## src/rtl/bram_scan_ctrl.sv

```systemverilog
// Scan controller for a serial load/capture harness around a BRAM region of interest.
// Shifts a latched vector in twice (strobing after each pass), then shifts the ROI response back out.
module bram_scan_ctrl #(
    parameter int DIN_N  = 256,
    parameter int DOUT_N = 256
) (
    input  logic              clk,
    input  logic              rst_n,
    input  logic              start,
    input  logic [DIN_N-1:0]  load_vec,
    output logic              busy,
    output logic              done,
    output logic              cap_valid,
    output logic [DOUT_N-1:0] cap_vec,
    output logic              di,
    output logic              stb,
    input  logic              do_in
);

    localparam int MAX_N = (DIN_N > DOUT_N) ? DIN_N : DOUT_N;
    localparam int CW    = $clog2(MAX_N) + 1;

    localparam logic [CW-1:0] DIN_LAST  = CW'(DIN_N - 1);
    localparam logic [CW-1:0] DOUT_LAST = CW'(DOUT_N - 1);

    typedef enum logic [2:0] {
        IDLE,
        SHIFT1,
        STB1,
        SHIFT2,
        STB2,
        SHIFT_OUT,
        DONE
    } state_t;

    state_t            state_q, state_d;
    logic [CW-1:0]     cnt_q, cnt_d;
    logic [DIN_N-1:0]  vec_q, vec_d;
    logic [DOUT_N-1:0] cap_q, cap_d;
    logic              cap_valid_q, cap_valid_d;
    logic              di_q, di_d;
    logic              stb_q, stb_d;
    logic              busy_q, busy_d;
    logic              done_q, done_d;

    always_comb begin
        state_d     = state_q;
        cnt_d       = cnt_q;
        vec_d       = vec_q;
        cap_d       = cap_q;
        cap_valid_d = cap_valid_q;

        case (state_q)
            IDLE: begin
                if (start) begin
                    vec_d       = load_vec;
                    cap_valid_d = 1'b0;
                    cnt_d       = '0;
                    state_d     = SHIFT1;
                end
            end
            SHIFT1, SHIFT2: begin
                // Rotating (not shifting) leaves the vector intact after a full pass for the re-shift.
                vec_d = {vec_q[DIN_N-2:0], vec_q[DIN_N-1]};
                if (cnt_q == DIN_LAST) begin
                    cnt_d   = '0;
                    state_d = (state_q == SHIFT1) ? STB1 : STB2;
                end else begin
                    cnt_d = cnt_q + 1'b1;
                end
            end
            STB1: begin
                cnt_d   = '0;
                state_d = SHIFT2;
            end
            STB2: begin
                cnt_d   = '0;
                state_d = SHIFT_OUT;
            end
            SHIFT_OUT: begin
                cap_d = {cap_q[DOUT_N-2:0], do_in};
                if (cnt_q == DOUT_LAST) begin
                    cnt_d       = '0;
                    cap_valid_d = 1'b1;
                    state_d     = DONE;
                end else begin
                    cnt_d = cnt_q + 1'b1;
                end
            end
            DONE: begin
                state_d = IDLE;
            end
            default: begin
                cnt_d   = '0;
                state_d = IDLE;
            end
        endcase

        // Outputs are registered, so they are derived from the upcoming state.
        di_d   = ((state_d == SHIFT1) || (state_d == SHIFT2)) ? vec_d[DIN_N-1] : 1'b0;
        stb_d  = (state_d == STB1) || (state_d == STB2);
        busy_d = (state_d != IDLE);
        done_d = (state_d == DONE);
    end

    always_ff @(posedge clk or negedge rst_n) begin
        if (!rst_n) begin
            state_q     <= IDLE;
            cnt_q       <= '0;
            vec_q       <= '0;
            cap_q       <= '0;
            cap_valid_q <= 1'b0;
            di_q        <= 1'b0;
            stb_q       <= 1'b0;
            busy_q      <= 1'b0;
            done_q      <= 1'b0;
        end else begin
            state_q     <= state_d;
            cnt_q       <= cnt_d;
            vec_q       <= vec_d;
            cap_q       <= cap_d;
            cap_valid_q <= cap_valid_d;
            di_q        <= di_d;
            stb_q       <= stb_d;
            busy_q      <= busy_d;
            done_q      <= done_d;
        end
    end

    assign busy      = busy_q;
    assign done      = done_q;
    assign cap_valid = cap_valid_q;
    assign cap_vec   = cap_q;
    assign di        = di_q;
    assign stb       = stb_q;

endmodule

```

## config.mk

```make
export PLATFORM = sky130hd
export DESIGN_NAME = bram_scan_ctrl
export DESIGN_NICKNAME = d
export VERILOG_FILES = /design/src/rtl/bram_scan_ctrl.sv
export SDC_FILE = /design/constraint.sdc
export NUM_CORES = 1
export LEC_CHECK = 0
export BUFFER_PORTS_ARGS = -buffer_cell sky130_fd_sc_hd__buf_2
export CAP_MARGIN = 20
export CORE_MARGIN = 4
export CORE_UTILIZATION = 25
export DETAILED_ROUTE_END_ITERATION = 6
export SYNTH_ARGS = -nofsm -noshare
export SYNTH_HDL_FRONTEND = slang
export SYNTH_SLANG_ARGS = --single-unit
```

## constraint.sdc

```tcl
create_clock -name clk -period 1.95 [get_ports clk]
set_clock_uncertainty 0.15 [all_clocks]
set_input_delay 0.0975 -clock clk [delete_from_list [all_inputs] [get_ports clk]]
set_output_delay 0.0975 -clock clk [all_outputs]
set_load 0.1 [all_outputs]
```

# Word-level counts from Yosys, hierarchy flattened
# Index checks and enable logic that the tools add are counted.
classes:
  n_eq_ne: 14
  reduce_logical: 11
  addsub: 1
  bitwise: 1
  n_mux: 14
op_table:
  columns: ["operator", "count"]
  rows:
  - ["$pmux W256 S2", 1]
  - ["$mux W256", 1]
  - ["$pmux W9 S3", 1]
  - ["$mux W9", 2]
  - ["$eq A3 B3 Y1 const B", 5]
  - ["$pmux W3 S5", 1]
  - ["$eq A3 B2 Y1 const B", 4]
  - ["$mux W3", 4]
  - ["$add A9 B1 Y9 const B", 1]
  - ["$eq A9 B8 Y1 const B", 1]
  - ["$eq A3 B1 Y1 const B", 2]
  - ["$ne A2 B2 Y1 const B", 2]
  - ["$reduce_and A2 Y1", 2]
  - ["$reduce_bool A2 Y1", 2]
  - ["$logic_not A3 Y1", 1]
  - ["$mux W1", 3]
  - ["$reduce_and A3 Y1", 1]
  - ["$reduce_bool A3 Y1", 1]
  - ["$reduce_or A3 Y1", 1]
  - ["$logic_or A1 B1 Y1", 2]
  - ["$pmux W1 S2", 1]
  - ["$reduce_or A2 Y1", 1]
  - ["$not A1 Y1", 1]
word_totals:
  regBits: 529
  output_inout_bits: 261
  elab_cells: 51

# Depth between registers and ports, before layout
logic_depth:
  word_depth: 7
  mapped_depth: 6

# Worst setup path after synthesis
# Ideal clock, no wire load.
synth_path:
  path_type: "flip-flop to flip-flop"
  start: "register state_q[2]"
  end: "register cap_q[237] (netlist: cap_vec[237])"
  period_less_slack_ps: 1700
  n_path_buf: 3
  stages_incl_launch_ff: 6
  path_slack_ps: 250
  setup_time_ps: 126
  arrival_ps: 1424
  path_cell_list: "dfrtp_1 -> buf_4 -> nand3b_2 -> buf_2 -> buf_2 -> mux2_2"
synth_between:
  elab_chain_len: 1
synth_rtl:
  columns: ["item", "line_no", "source"]
  rows:
  - ["start: declaration", "36", "state_t state_q, state_d;"]
  - ["start signal: assignment", "118", "state_q <= state_d;"]
  - ["$eq A3 B3 Y1", "53", "case (state_q)"]
  - ["end signal: assignment", "121", "cap_q <= cap_d;"]
  - ["end: declaration", "39", "logic [DOUT_N-1:0] cap_q, cap_d;"]
# Every way passes these cells.
# A chain may end at the register's enable or synchronous reset.

# Worst setup path after layout
layout_path:
  start: "register state_q[1]"
  end: "register vec_q[74]"
layout_between:
  elab_chain_len: 4
layout_rtl:
  columns: ["item", "line_no", "source"]
  rows:
  - ["$eq A3 B1 Y1 / $eq A3 B2 Y1 (equally long branches)", "53", null]
  - ["$reduce_or A2 Y1", "53", null]
  - ["$reduce_bool A2 Y1 (no line)", null, null]
  - ["$reduce_and A2 Y1 (no line)", null, null]
  - ["end signal: assignment", "120", "vec_q <= vec_d;"]
  - ["end: declaration", "38", "logic [DIN_N-1:0] vec_q, vec_d;"]
# Several ways; a longest one is shown, not always the timed one.

==> results.md <==
- Register Area: about 13000 um^2
- Sequential area share after synthesis: 0.637
- Vias per cell: 4.66
- Combinational fraction of design power: 0.089
- Pre-antenna DRT Iters: 7
- Most Crowded Layer GR: met2
- First-pass GRT wire length: 94800 um
- Detail Placement HPWL: 42600 um
- Die Wd: 296 um
- Worst setup SP type: flip-flop
- Max-cap viol count: 0
- GR Overflow Total: 0
- Psw: between 6000 and 7000 uW
- Crit end category: flip-flop
- Top-area cell type share of the netlist area: 0.637
- CTS buffer count: 58
- Slowest CP cell: a222oi_1
- Post-route DRC: around 150
- Hold path startpoint: load_vec[11]
- Ys Warns: 0
- F_max: about 0.54 GHz
- Area occupied by multi-input gates: ~6000 um^2
- Final hold vios: 0
- Arrival @ worst endpoint: roughly 2.2 ns
- Clock slew at reported path FFs: 0.06 ns
- Most frequent cells after synthesis: 529 x dfrtp_1, 258 x inv_1, 257 x mux2_2, 256 x a222oi_1, 41 x buf_2
- Clock share of power: 0.441
- Total track usage: 0.134
- R2r setup slk: 0.08 ns
- CTS max path bufs: 3
- Synth Area per Inst: 14.1 um^2
- Peak VDD IR: between 0.0006 and 0.0007 V
- Pint: 20400 uW
- DP Cell Count: 3046
- Syn_nets: about 1700
- Initial antenna violation count: 4
- Starting Density: 0.253
- CTS tree: yes
- Top-count cell post-synth: dfrtp_1
- Final slew viol count: 0
- DIE AREA: 87700 um^2
- Synthesis-to-finish area growth: 43.4%
- Largest net degree at the start of global routing: a little over 60
- Vias post-DR: 15900
- Critical path's largest stage delay: 0.43 ns
- Max_slew headroom: 0.549
- Worst Tran Pin Value: roughly 0.68 ns
- Total power: 26600 uW
- Placer Congestion: 0.800
- Post-synth top area cell: dfrtp_1
- Post-synth EDFFs: 0
- Reg2reg start: state_q[1]$_DFF_PN0_
- Tcrit/Tclk final: 0.958
- Met3 Use GR: 0.0350
- 1st-iter DRT viols: 2004
- Post-synthesis cell count: 1475
- Layout Nets: ~2600
- Final worst setup slack: 0.0811 ns
- # H-tree levels: 2
- Hold Crit Class: in -> reg
- Sequential power share: 0.471
- Crit path time final: 1.87 ns
- Critical Path RT: 2.28 ns
- Final-layout fill cell count: around 7800
- Met2 Track Usage GR: 0.234
- P_leak: 0.0165 uW
- PwrDens: ~890 nW/um^2
- Fraction of layout cells with a size suffix above 1: 0.416
- Synth unique cells: 38
- Status: finished, violations left
- Post-CTS setup buffers: 0
- Hold WS: between 0.1 and 0.15 ns
- Number of global-route vias before repair: roughly 17000
- Ys async rst share: 1.00
- Sink Count: 529
- Post-route ant nets: 0
- Max FO, Critical Path: 51
- Final Util: 0.362
- # rows: 105
- I/O pins: 521
- End of the worst hold path: vec_q[11]$_DFFE_PN0P_
- Die H: 296 um
- Final cell count without fillers: 3413
- Root Buffer: clkbuf_16
- Post-Syn Area: 20800 um^2
- Ys flop type: dfrtp_1
- Register bit total from synthesis: about 530
- Setup CP Type: reg -> reg
- Average routed wire per standard cell: ~18 um
- Synth area leaders: dfrtp_1 64%, mux2_2 14%, a222oi_1 12%, inv_1 4.7%, buf_6 1.1%
- Worst r2r path cells: 6
- Dpl ws: 0.00181 ns
- R2r endpoint: vec_q[74]$_DFFE_PN0P_
- Worst-Skew Late Latency: 0.61 ns
- Failing checks: DRC
- Hold depth: 4
- Met1 Track Usage GR: 0.162
- Core Region: 82200 um^2
- Buffers on Ports: 520
- Final wirelength: 62100 um
- # setup viols final: 0
- CP cell instances: nor2b_2, o21bai_4, buf_12, buf_4, a222oi_1, inv_1
- Sw Share: 0.235
==> registers in the layout, indices dropped and copies added, names as in the netlist <==
register	flops
state_q	3
cnt_q	9
done	1
busy	1
cap_valid	1
vec_q	256
stb	1
cap_vec	256
di	1
==> power by group through the flow <==
stage	Combinational [uW]	Sequential [uW]	Clock (uW)
floorplan	1070	12500	0
global placement	1830	12600	0
detailed placement	1940	12700	0
CTS	2370	12500	12100
global route	2670	12600	12500
finish	2360	12500	11700
==> worst max path at each step <==
stage	from	to	slack (ns)
after floorplan	state_q[2]$_DFF_PN0_	cap_vec[237]$_DFFE_PN0P_	0.25
after global placement	state_q[1]$_DFF_PN0_	vec_q[57]$_DFFE_PN0P_	0.08
after global routing	state_q[2]$_DFF_PN0_	cnt_q[2]$_DFFE_PN0P_	-0.01
final	state_q[1]$_DFF_PN0_	vec_q[74]$_DFFE_PN0P_	0.08
after CTS	state_q[1]$_DFF_PN0_	vec_q[59]$_DFFE_PN0P_	0.01
after detailed placement	state_q[1]$_DFF_PN0_	vec_q[52]$_DFFE_PN0P_	0.002
==> cells in the final DEF, fill, tap and decap left out, types with 2 or more instances in the layout <==
cell type and instances:
a21oi_1 5, a222oi_1 256, a22o_1 3, a31oi_1 3, and3_1 2, buf_12 26
buf_2 519, buf_4 71, bufinv_16 10, clkbuf_1 12, clkbuf_16 58, clkbuf_8 11
clkinv_2 3, clkinv_4 2, clkinvlp_4 3, dfrtp_1 528, diode_2 4, dlygate4sd3_1 260
inv_1 258, inv_16 2, mux2_2 257, nand2_1 5, nand2b_1 3, nand3_1 5
nor2_1 4, nor4_1 2, o21ai_0 6
==> layout make-up <==
class                   instances  share of cell area
clock inverters                22              0.0141
diodes                          4            0.000336
well taps                    1070              0.0450
flip-flops and latches        529               0.445
inverters                     258              0.0325
multi-input cells             571               0.197
clock buffers                  81              0.0553
repair buffers                878               0.211
==> critical path: cells and delay by family (launching register included) <==
family,cells,cell delay [ns]
compound gates,2,0.51
buf+inv,3,0.47
flops,1,0.39
simple gates,1,0.18
==> metrics by stage <==
| stage | TNS, ns | instance area [um^2] |
|---|---|---|
| after floorplan | 0 | 20800 |
| final | 0 | 29800 |
| after CTS | 0 | 29700 |
| after global placement | 0 | 25100 |
| after detailed placement | 0 | 25100 |
| after global routing | -0.0103 | 29800 |
==> repair_timing <==
item | 4_1_cts | 5_1_grt
setup endpoints to repair | 0 | 48
hold buffers | 260 | 0
endpoints found under the hold margin | 797 | 0
gates resized for setup | 0 | 4
==> logic make-up (layout without fill, tap and decap cells) <==
group                    after synthesis  after routing  share of synthesized area
flip-flops                           529            529                      0.637
other                                  0              4                          0
buffers and inverters                375           1239                     0.0820
XOR/XNOR                               2              2                   0.000844
AO/OA/AOI/OAI                        280            280                      0.131
adder cells (fa/ha/maj)                1              1                   0.000602
AND/OR/NAND/NOR                       31             31                    0.00880
multiplexers                         257            257                      0.139
==> per-layer routing <==
layer	part of all wire	wire length, um
met5	0.00014	9
met4	0.025	1560
met3	0.075	4630
met2	0.50	31200
met1	0.40	24700
No activity file was read; power rests on OpenSTA's default activity.
